==> config.mk <==
export PLATFORM = sky130hd
export DESIGN_NAME = draw_string
export DESIGN_NICKNAME = d
export VERILOG_FILES = /design/src/rtl/gfx_text_pkg.sv /design/src/rtl/text_buf.sv /design/src/rtl/draw_string.sv
export SDC_FILE = /design/constraint.sdc
export NUM_CORES = 1
export LEC_CHECK = 0
export BUFFER_PORTS_ARGS = -buffer_cell sky130_fd_sc_hd__buf_2
export CAP_MARGIN = 10
export CORE_MARGIN = 1
export CORE_UTILIZATION = 50
export DETAILED_ROUTE_END_ITERATION = 10
export PLACE_DENSITY = 0.69
export SYNTH_ARGS = -nofsm -noshare
export SYNTH_HDL_FRONTEND = slang
export SYNTH_SLANG_ARGS = --single-unit
==> constraint.sdc <==
create_clock -name clk -period 6.45 [get_ports clk]
set_input_delay 0.645 -clock clk [delete_from_list [all_inputs] [get_ports clk]]
set_output_delay 0.645 -clock clk [all_outputs]
set_load 0.01 [all_outputs]
==> src/rtl/gfx_text_pkg.sv <==
// Shared definitions for the text rendering path: control codes, the string
// controller state encoding and the per-character dispatch rule.
package gfx_text_pkg;

    localparam logic [7:0] CH_NUL = 8'h00;
    localparam logic [7:0] CH_LF  = 8'h0A;
    localparam logic [7:0] CH_SP  = 8'h20;

    typedef enum logic [3:0] {
        ST_IDLE    = 4'd0,
        ST_START   = 4'd1,
        ST_FETCH   = 4'd2,
        ST_DECODE  = 4'd3,
        ST_ISSUE   = 4'd4,
        ST_WAIT    = 4'd5,
        ST_ADVANCE = 4'd6,
        ST_NEWLINE = 4'd7,
        ST_DONE    = 4'd8
    } state_t;

    // Where a freshly read character sends the controller: terminator ends the
    // string, LF starts a new line, a skippable space only moves the pen and
    // everything else is handed to the glyph drawer.
    function automatic state_t decode_next(input logic [7:0] ch, input logic skip_sp);
        state_t nxt;
        if (ch == CH_NUL) begin
            nxt = ST_DONE;
        end else if (ch == CH_LF) begin
            nxt = ST_NEWLINE;
        end else if (skip_sp && (ch == CH_SP)) begin
            nxt = ST_ADVANCE;
        end else begin
            nxt = ST_ISSUE;
        end
        return nxt;
    endfunction

endpackage

==> src/rtl/text_buf.sv <==
// Character string storage: one write port, one read port with a single
// registered read stage so it maps onto block or distributed RAM.
module text_buf #(
    parameter int LEN = 32,
    parameter int AW  = $clog2(LEN)
) (
    input  logic          clk,
    input  logic          wr_en,
    input  logic [AW-1:0] wr_addr,
    input  logic [7:0]    wr_data,
    input  logic [AW-1:0] rd_addr,
    output logic [7:0]    rd_data
);

    logic [7:0] mem_r [LEN];

    // Write port; contents are deliberately not reset.
    always_ff @(posedge clk) begin
        if (wr_en) begin
            mem_r[wr_addr] <= wr_data;
        end
    end

    // Registered read port, one cycle of latency.
    always_ff @(posedge clk) begin
        rd_data <= mem_r[rd_addr];
    end

endmodule

==> src/rtl/draw_string.sv <==
// Text-line controller: walks the buffered string and drives a single-glyph
// drawer through start/done, tracking the pen on a character grid with
// newline, automatic wrap and early termination on NUL.
module draw_string
    import gfx_text_pkg::*;
#(
    parameter int CORDW      = 16,
    parameter int GLYPH_W    = 8,
    parameter int GLYPH_H    = 16,
    parameter int LEN        = 32,
    parameter int LINE_CHARS = 16,
    parameter int SKIP_SPACE = 1
) (
    input  logic                    clk,
    input  logic                    rst,
    input  logic                    wr_en,
    input  logic [$clog2(LEN)-1:0]  wr_addr,
    input  logic [7:0]              wr_data,
    input  logic                    start,
    input  logic [$clog2(LEN):0]    len,
    input  logic signed [CORDW-1:0] x0,
    input  logic signed [CORDW-1:0] y0,
    output logic                    char_start,
    output logic [7:0]              char_ucp,
    output logic signed [CORDW-1:0] char_cx,
    output logic signed [CORDW-1:0] char_cy,
    input  logic                    char_done,
    output logic                    busy,
    output logic                    done
);

    localparam int AW = $clog2(LEN);
    localparam int LW = AW + 1;
    localparam int CW = $clog2(LINE_CHARS) + 1;

    state_t                  state_r;
    state_t                  state_s;
    logic [AW-1:0]           idx_r;
    logic [CW-1:0]           col_r;
    logic [LW-1:0]           len_r;
    logic signed [CORDW-1:0] x0_r;
    logic signed [CORDW-1:0] pen_x_r;
    logic signed [CORDW-1:0] pen_y_r;
    logic [7:0]              rd_data_s;
    logic                    last_s;
    logic [CW-1:0]           col_inc_s;
    logic                    wrap_s;

    // Writes from the CPU side are locked out while a render is walking the buffer.
    text_buf #(.LEN(LEN), .AW(AW)) u_buf (
        .clk     (clk),
        .wr_en   (wr_en && !busy),
        .wr_addr (wr_addr),
        .wr_data (wr_data),
        .rd_addr (idx_r),
        .rd_data (rd_data_s)
    );

    // idx is widened before the compare so len-1 never underflows.
    assign last_s    = (({1'b0, idx_r} + LW'(1)) == len_r);
    assign col_inc_s = col_r + CW'(1);
    assign wrap_s    = (col_inc_s == CW'(LINE_CHARS));

    // Next-state selection for the render sequencer.
    always_comb begin
        state_s = state_r;
        case (state_r)
            ST_IDLE: begin
                if (start) state_s = ST_START;
                else       state_s = ST_IDLE;
            end
            ST_START: begin
                if (len_r == LW'(0)) state_s = ST_DONE;
                else                 state_s = ST_FETCH;
            end
            ST_FETCH:  state_s = ST_DECODE;
            ST_DECODE: state_s = decode_next(rd_data_s, SKIP_SPACE != 0);
            ST_ISSUE:  state_s = ST_WAIT;
            ST_WAIT: begin
                if (char_done) state_s = ST_ADVANCE;
                else           state_s = ST_WAIT;
            end
            ST_ADVANCE, ST_NEWLINE: begin
                if (last_s) state_s = ST_DONE;
                else        state_s = ST_FETCH;
            end
            ST_DONE: state_s = ST_IDLE;
            default: state_s = ST_IDLE;
        endcase
    end

    // State register and registered handshake outputs, aligned with the state they belong to.
    always_ff @(posedge clk) begin
        if (rst) begin
            state_r    <= ST_IDLE;
            busy       <= 1'b0;
            done       <= 1'b0;
            char_start <= 1'b0;
            char_ucp   <= 8'h00;
            char_cx    <= '0;
            char_cy    <= '0;
        end else begin
            state_r    <= state_s;
            busy       <= (state_s != ST_IDLE) && (state_s != ST_DONE);
            done       <= (state_s == ST_DONE);
            char_start <= (state_s == ST_ISSUE);
            if (state_s == ST_ISSUE) begin
                char_ucp <= rd_data_s;
                char_cx  <= pen_x_r;
                char_cy  <= pen_y_r;
            end
        end
    end

    // Render parameters, string index and pen/column tracking.
    always_ff @(posedge clk) begin
        if (rst) begin
            idx_r   <= '0;
            col_r   <= '0;
            len_r   <= '0;
            x0_r    <= '0;
            pen_x_r <= '0;
            pen_y_r <= '0;
        end else begin
            case (state_r)
                ST_IDLE: begin
                    if (start) begin
                        len_r   <= len;
                        x0_r    <= x0;
                        pen_x_r <= x0;
                        pen_y_r <= y0;
                        idx_r   <= '0;
                        col_r   <= '0;
                    end
                end
                ST_ADVANCE: begin
                    if (wrap_s) begin
                        col_r   <= '0;
                        pen_x_r <= x0_r;
                        pen_y_r <= pen_y_r + CORDW'(GLYPH_H);
                    end else begin
                        col_r   <= col_inc_s;
                        pen_x_r <= pen_x_r + CORDW'(GLYPH_W);
                    end
                    if (!last_s) idx_r <= idx_r + AW'(1);
                end
                ST_NEWLINE: begin
                    col_r   <= '0;
                    pen_x_r <= x0_r;
                    pen_y_r <= pen_y_r + CORDW'(GLYPH_H);
                    if (!last_s) idx_r <= idx_r + AW'(1);
                end
                default: begin
                end
            endcase
        end
    end

endmodule

## After elaboration in Yosys (flattened, before gate mapping)

Memory sizes are Yosys's and may differ from the RTL's. A register that Yosys moved wholly into a read port is not among the register bits.
Cells that the tools add are included.
W data, S select, Z words.

- Flip-flop bits (word level): 111
- Bits in writable memories: 256
- Bits of input ports: 56
- Word-level logic and storage cells: 71
- Memories: 1

- Add/sub/neg operators: 5
- Equality and inequality tests: 17
- Muxes and demuxes: 21
- Reduce and logical (&&, ||, !) cells: 14

Memories:

| name | words | bits a word | rd ports | clocked after memory_dff | wr ports | RTL line | RTL |
|---|---|---|---|---|---|---|---|
| u_buf.mem_r | 32 | 8 | 1 | 1 | 1 | text_buf.sv:15 | `logic [7:0] mem_r [LEN];` |

Operators with widths:

| operator | number |
|---|---|
| $pmux W16 S3 | 2 |
| $mux W16 | 4 |
| $pmux W4 S7 | 1 |
| $eq A4 B3 Y1 const B | 5 |
| $add A16 B5 Y16 const B | 1 |
| $add A16 B6 Y16 const B | 1 |
| $mux W5 | 3 |
| $pmux W5 S3 | 1 |
| $mux W4 | 3 |
| $add A5 B1 Y5 const B | 2 |
| $pmux W5 S2 | 1 |
| $eq A4 B2 Y1 const B | 2 |
| $eq A8 B4 Y1 const B | 1 |
| $eq A8 B6 Y1 const B | 1 |
| $logic_not A8 Y1 | 1 |
| $add A5 B1 Y6 const B | 1 |
| $eq A6 B6 Y1 | 1 |
| $logic_not A6 Y1 | 1 |
| $mux W2 | 3 |
| $ne A2 B2 Y1 const B | 3 |
| $reduce_and A3 Y1 | 2 |
| $eq A5 B5 Y1 const B | 1 |
| $eq A4 B1 Y1 const B | 1 |
| $eq A4 B4 Y1 const B | 1 |
| other kinds (10) | 14 |

## Depth between registers and ports, before layout

- Depth in word-level cells: 7
- Mapped depth: 9
- Depth with buffers taken out: 7

## By module

Synthesis repeated with hierarchy kept, for this count alone.

- Cells, all modules: 1013
- Area, all modules: 15147.0 um^2

By module, submodules not included:

| module | times used | cells an instance | area each (um^2) | seq. area each (um^2) |
|---|---|---|---|---|
| text_buf | 1 | 417 | 10053.4 | 7847.5 |
| draw_string | 1 | 596 | 5093.6 | 2222.1 |

## Worst setup path after synthesis

Ideal clock, no wire load.

- Path type: register to register
- Start point: register idx_r[1]
- End point: register u_buf.rd_data[0], read port of u_buf.mem_r
- Library setup time: 121 ps
- Arrival time: 2030 ps
- Slack: 4299 ps
- Cell stages (with the launch flop): 6
- Path buffers: 2
- Cell sequence: dfxtp_1 clkbuf_1 clkbuf_1 mux4_2 mux4_2 mux2_2

RTL lines:

| element | RTL line | RTL |
|---|---|---|
| start: declaration | draw_string.sv:38 | `logic [AW-1:0] idx_r;` |
| start signal: assignment | draw_string.sv:145 | `if (!last_s) idx_r <= idx_r + AW'(1);` |
| start signal: assignment | draw_string.sv:151 | `if (!last_s) idx_r <= idx_r + AW'(1);` |
| end: declaration | text_buf.sv:12 | `output logic [7:0] rd_data` |

==> results.json <==
{
  "status": "completed",
  "path_class": "reg2reg",
  "port_buffers": 98,
  "slew_headroom": 0.220,
  "synth-edff-count": 256,
  "post_cts_buffers": 0,
  "tightest_slew_ns": 1.17,
  "numCtsBuffers": 40,
  "ys_warn_count": 0,
  "die_area_mm2": 0.0306,
  "cap_violations": 0,
  "synth-main-ff-cell": "edfxtp_1",
  "fin_setup_tns_ns": 0,
  "cts_tree": "done",
  "synth-simple-area-share": 0.0810,
  "setup_viol": 0,
  "cts_resized": 0,
  "post-route-drc-count": 0,
  "clock_path_buffers": 3,
  "hold_viol_final": 0,
  "r2r_slack_ns": 3.39,
  "synth_top_family_by_area": "multiplexers",
  "synthAdderAreaFrac": 0.00335,
  "worstPathRequired_ns": 6.87,
  "hold-worst-slack_ns": 0.350,
  "die_w_um": 175,
  "cts_hold_buf": 0,
  "wl_per_cell_um": 21.4,
  "finalWorstSetupSlack_ns": 3.39,
  "yosysSeqAreaShare": 0.673,
  "clock_sinks": 375,
  "syn_nets": 1051,
  "report.final.slew_viol_count": 0,
  "vias": 8866,
  "grt_use_total": 0.213,
  "grt_pass1_vias": 8423,
  "num_antenna_cells": 0,
  "finalWeightedCongestion": 0.823,
  "seq_area_mm2": 0.0101,
  "dpl_cell_area_mm2": 0.0157,
  "multi_input_area_mm2": 0.00458,
  "max_freq_ghz": 0.327,
  "power_density_mw_per_mm2": 311,
  "yosys-mux-area-fraction": 0.156,
  "period_minus_slack_ns": 3.06,
  "ir_worst_vdd_mv": 0.247,
  "grt_pass1_wl_um": 49300,
  "clk_latency_ns": 0.54,
  "clockRootBuffer": "clkbuf_16",
  "place_ws_ns": 3.36,
  "synth.avg_cell_area_um2": 15.1,
  "cp-start-kind": "flip-flop",
  "ys_types": 61,
  "power_mw": 5.31,
  "critPathArrivalTime_ns": 3.49,
  "worstPathMaxFanout": 37,
  "h-tree-depth": 2,
  "synth_compound_area_frac": 0.0580,
  "drt-total-wl_um": 32100,
  "hold_class": "in2reg",
  "hpwl_um": 20300,
  "rsz0062_at_grt": "false",
  "nets": 1143,
  "period_share": 0.475,
  "utilization": 0.587,
  "skew_ns": 0.0232,
  "endpoint_kind": "flip-flop",
  "leakage_nw": 6.05,
  "avgViaCountPerCell": 5.92,
  "drive_gt1_frac": 0.233,
  "synth_xor_area_frac": 0.00761,
  "grt_max_degree": 84,
  "dieHeight_um": 175,
  "placed_cells": 1425,
  "synth.ff_latch_count": 375,
  "antenna_found_initial": 0,
  "synth_area_mm2": 0.0150,
  "layout.cells.non_filler": 1498,
  "async_flop_share": 0,
  "start_util": 0.514,
  "ant_nets": 0,
  "grt-ovfl-total": 0,
  "n_fill_cell": 2232,
  "rows": 62,
  "dr.pass1.iters": 5,
  "syn_inst": 991,
  "final_area_mm2": 0.0171,
  "core_area_mm2": 0.0291,
  "syn2layout_area_growth_pct": 14.1,
  "io_pins": 99,
  "path_clk_slew_ns": 0.06,
  "drt_iter0_drc": 1045
}
cell usage in the layout, fill, tap and decap left out, types with 5 or more instances in the layout:
cell type  count
mux4_2        68
xnor2_1        9
buf_4          9
mux2_2         8
a21oi_1       58
nand4_1        5
buf_2         97
clkinv_2      10
a211oi_1       6
nor2_1       117
o21ai_1        8
o21ai_0       15
mux4_1        12
a31oi_1        5
clkbuf_1       5
nand3_1       19
nand3b_1       6
and3_1         8
nand2_1       86
dfxtp_1      117
nor3_1         5
edfxtp_1     256
mux2i_1       40
clkbuf_8       6
clkbuf_16     42
a22oi_1        5
critical path, cell delays in order, from the launching register on:
cell	delay, ns
dfxtp_4	0.74
buf_4	0.68
mux4_1	0.69
mux4_2	0.51
mux2_2	0.28
power by group:
group / total (mW) / internal [mW] / switching (mW)
Combinational: 0.297 / 0.104 / 0.194
Sequential: 2.69 / 2.63 / 0.0553
Clock: 2.33 / 1.39 / 0.932
Yosys cell counts (4+ instances only):
library cell / number / area, um2
mux2_2: 8 / 90.1
o41ai_1: 4 / 35.0
mux2i_1: 40 / 400
o21ai_1: 8 / 40.0
a21oi_1: 58 / 290
a211oi_1: 6 / 45.0
nor3_1: 5 / 25.0
mux4_2: 68 / 1530
nand3b_1: 6 / 45.0
nor4_1: 4 / 25.0
a21o_1: 4 / 30.0
or3_1: 4 / 25.0
mux4_1: 12 / 315
buf_6: 6 / 67.6
nand4_1: 5 / 31.3
and3_1: 8 / 50.1
a31oi_1: 5 / 31.3
xnor2_1: 9 / 78.8
clkbuf_1: 36 / 135
o31ai_1: 4 / 30.0
nand2_1: 86 / 323
dfxtp_1: 119 / 2380
a22oi_1: 5 / 37.5
nor2_1: 117 / 439
buf_2: 10 / 50.1
a222oi_1: 4 / 40.0
ha_1: 4 / 50.1
edfxtp_1: 256 / 7690
o21ai_0: 15 / 75.1
nand3_1: 19 / 95.1
xor2_1: 4 / 35.0
cell type report:
cell class,instances,area share
Multi-Input combinational cell,555,0.268
Inverter,5,0.00110
Timing Repair Buffer,106,0.0324
Clock buffer,53,0.0675
Clock inverter,20,0.0126
Sequential cell,375,0.590
Tap cell,384,0.0281
registers in the layout, indices dropped and copies added (netlist names), 5 cells and up:
signal / flops
u_buf.mem_r: 256
char_cx: 16
len_r: 6
idx_r: 5
char_cy: 16
pen_x_r: 16
u_buf.rd_data: 8
col_r: 5
x0_r: 16
char_ucp: 8
pen_y_r: 16
logic make-up (layout without fill, tap and decap cells):
| kind of cell | Yosys count | count (layout) |
|---|---|---|
| DFF | 375 | 375 |
| and+or+nand+nor | 273 | 273 |
| AOI/OAI and AO/OA | 137 | 137 |
| muxes | 128 | 128 |
| buffers and inverters | 61 | 184 |
| xor gates and xnor gates | 13 | 13 |
| adders and majority gates | 4 | 4 |
layer usage:
metal / GRT usage / up-vias / share of wire
met4: 0.0536 / 0 / 0.019
met5: 0 / - / 0
met1: 0.309 / 4406 / 0.44
met2: 0.328 / 396 / 0.46
met3: 0.0472 / 47 / 0.084
li1: - / 4017 / -
path summary, 6_finish.rpt:
| check | cells after the start | endpoint | startpoint |
|---|---|---|---|
| max | 4 | u_buf.rd_data[1]$_DFF_P_ | idx_r[0]$_SDFFE_PP0P_ |
| max reg2reg | 4 | u_buf.rd_data[1]$_DFF_P_ | idx_r[0]$_SDFFE_PP0P_ |
| min reg2reg | 2 | x0_r[3]$_SDFFE_PP0P_ | x0_r[3]$_SDFFE_PP0P_ |
| min | 3 | pen_y_r[4]$_SDFFE_PP0P_ | y0[4] |
(Power assumes the default switching activity.)
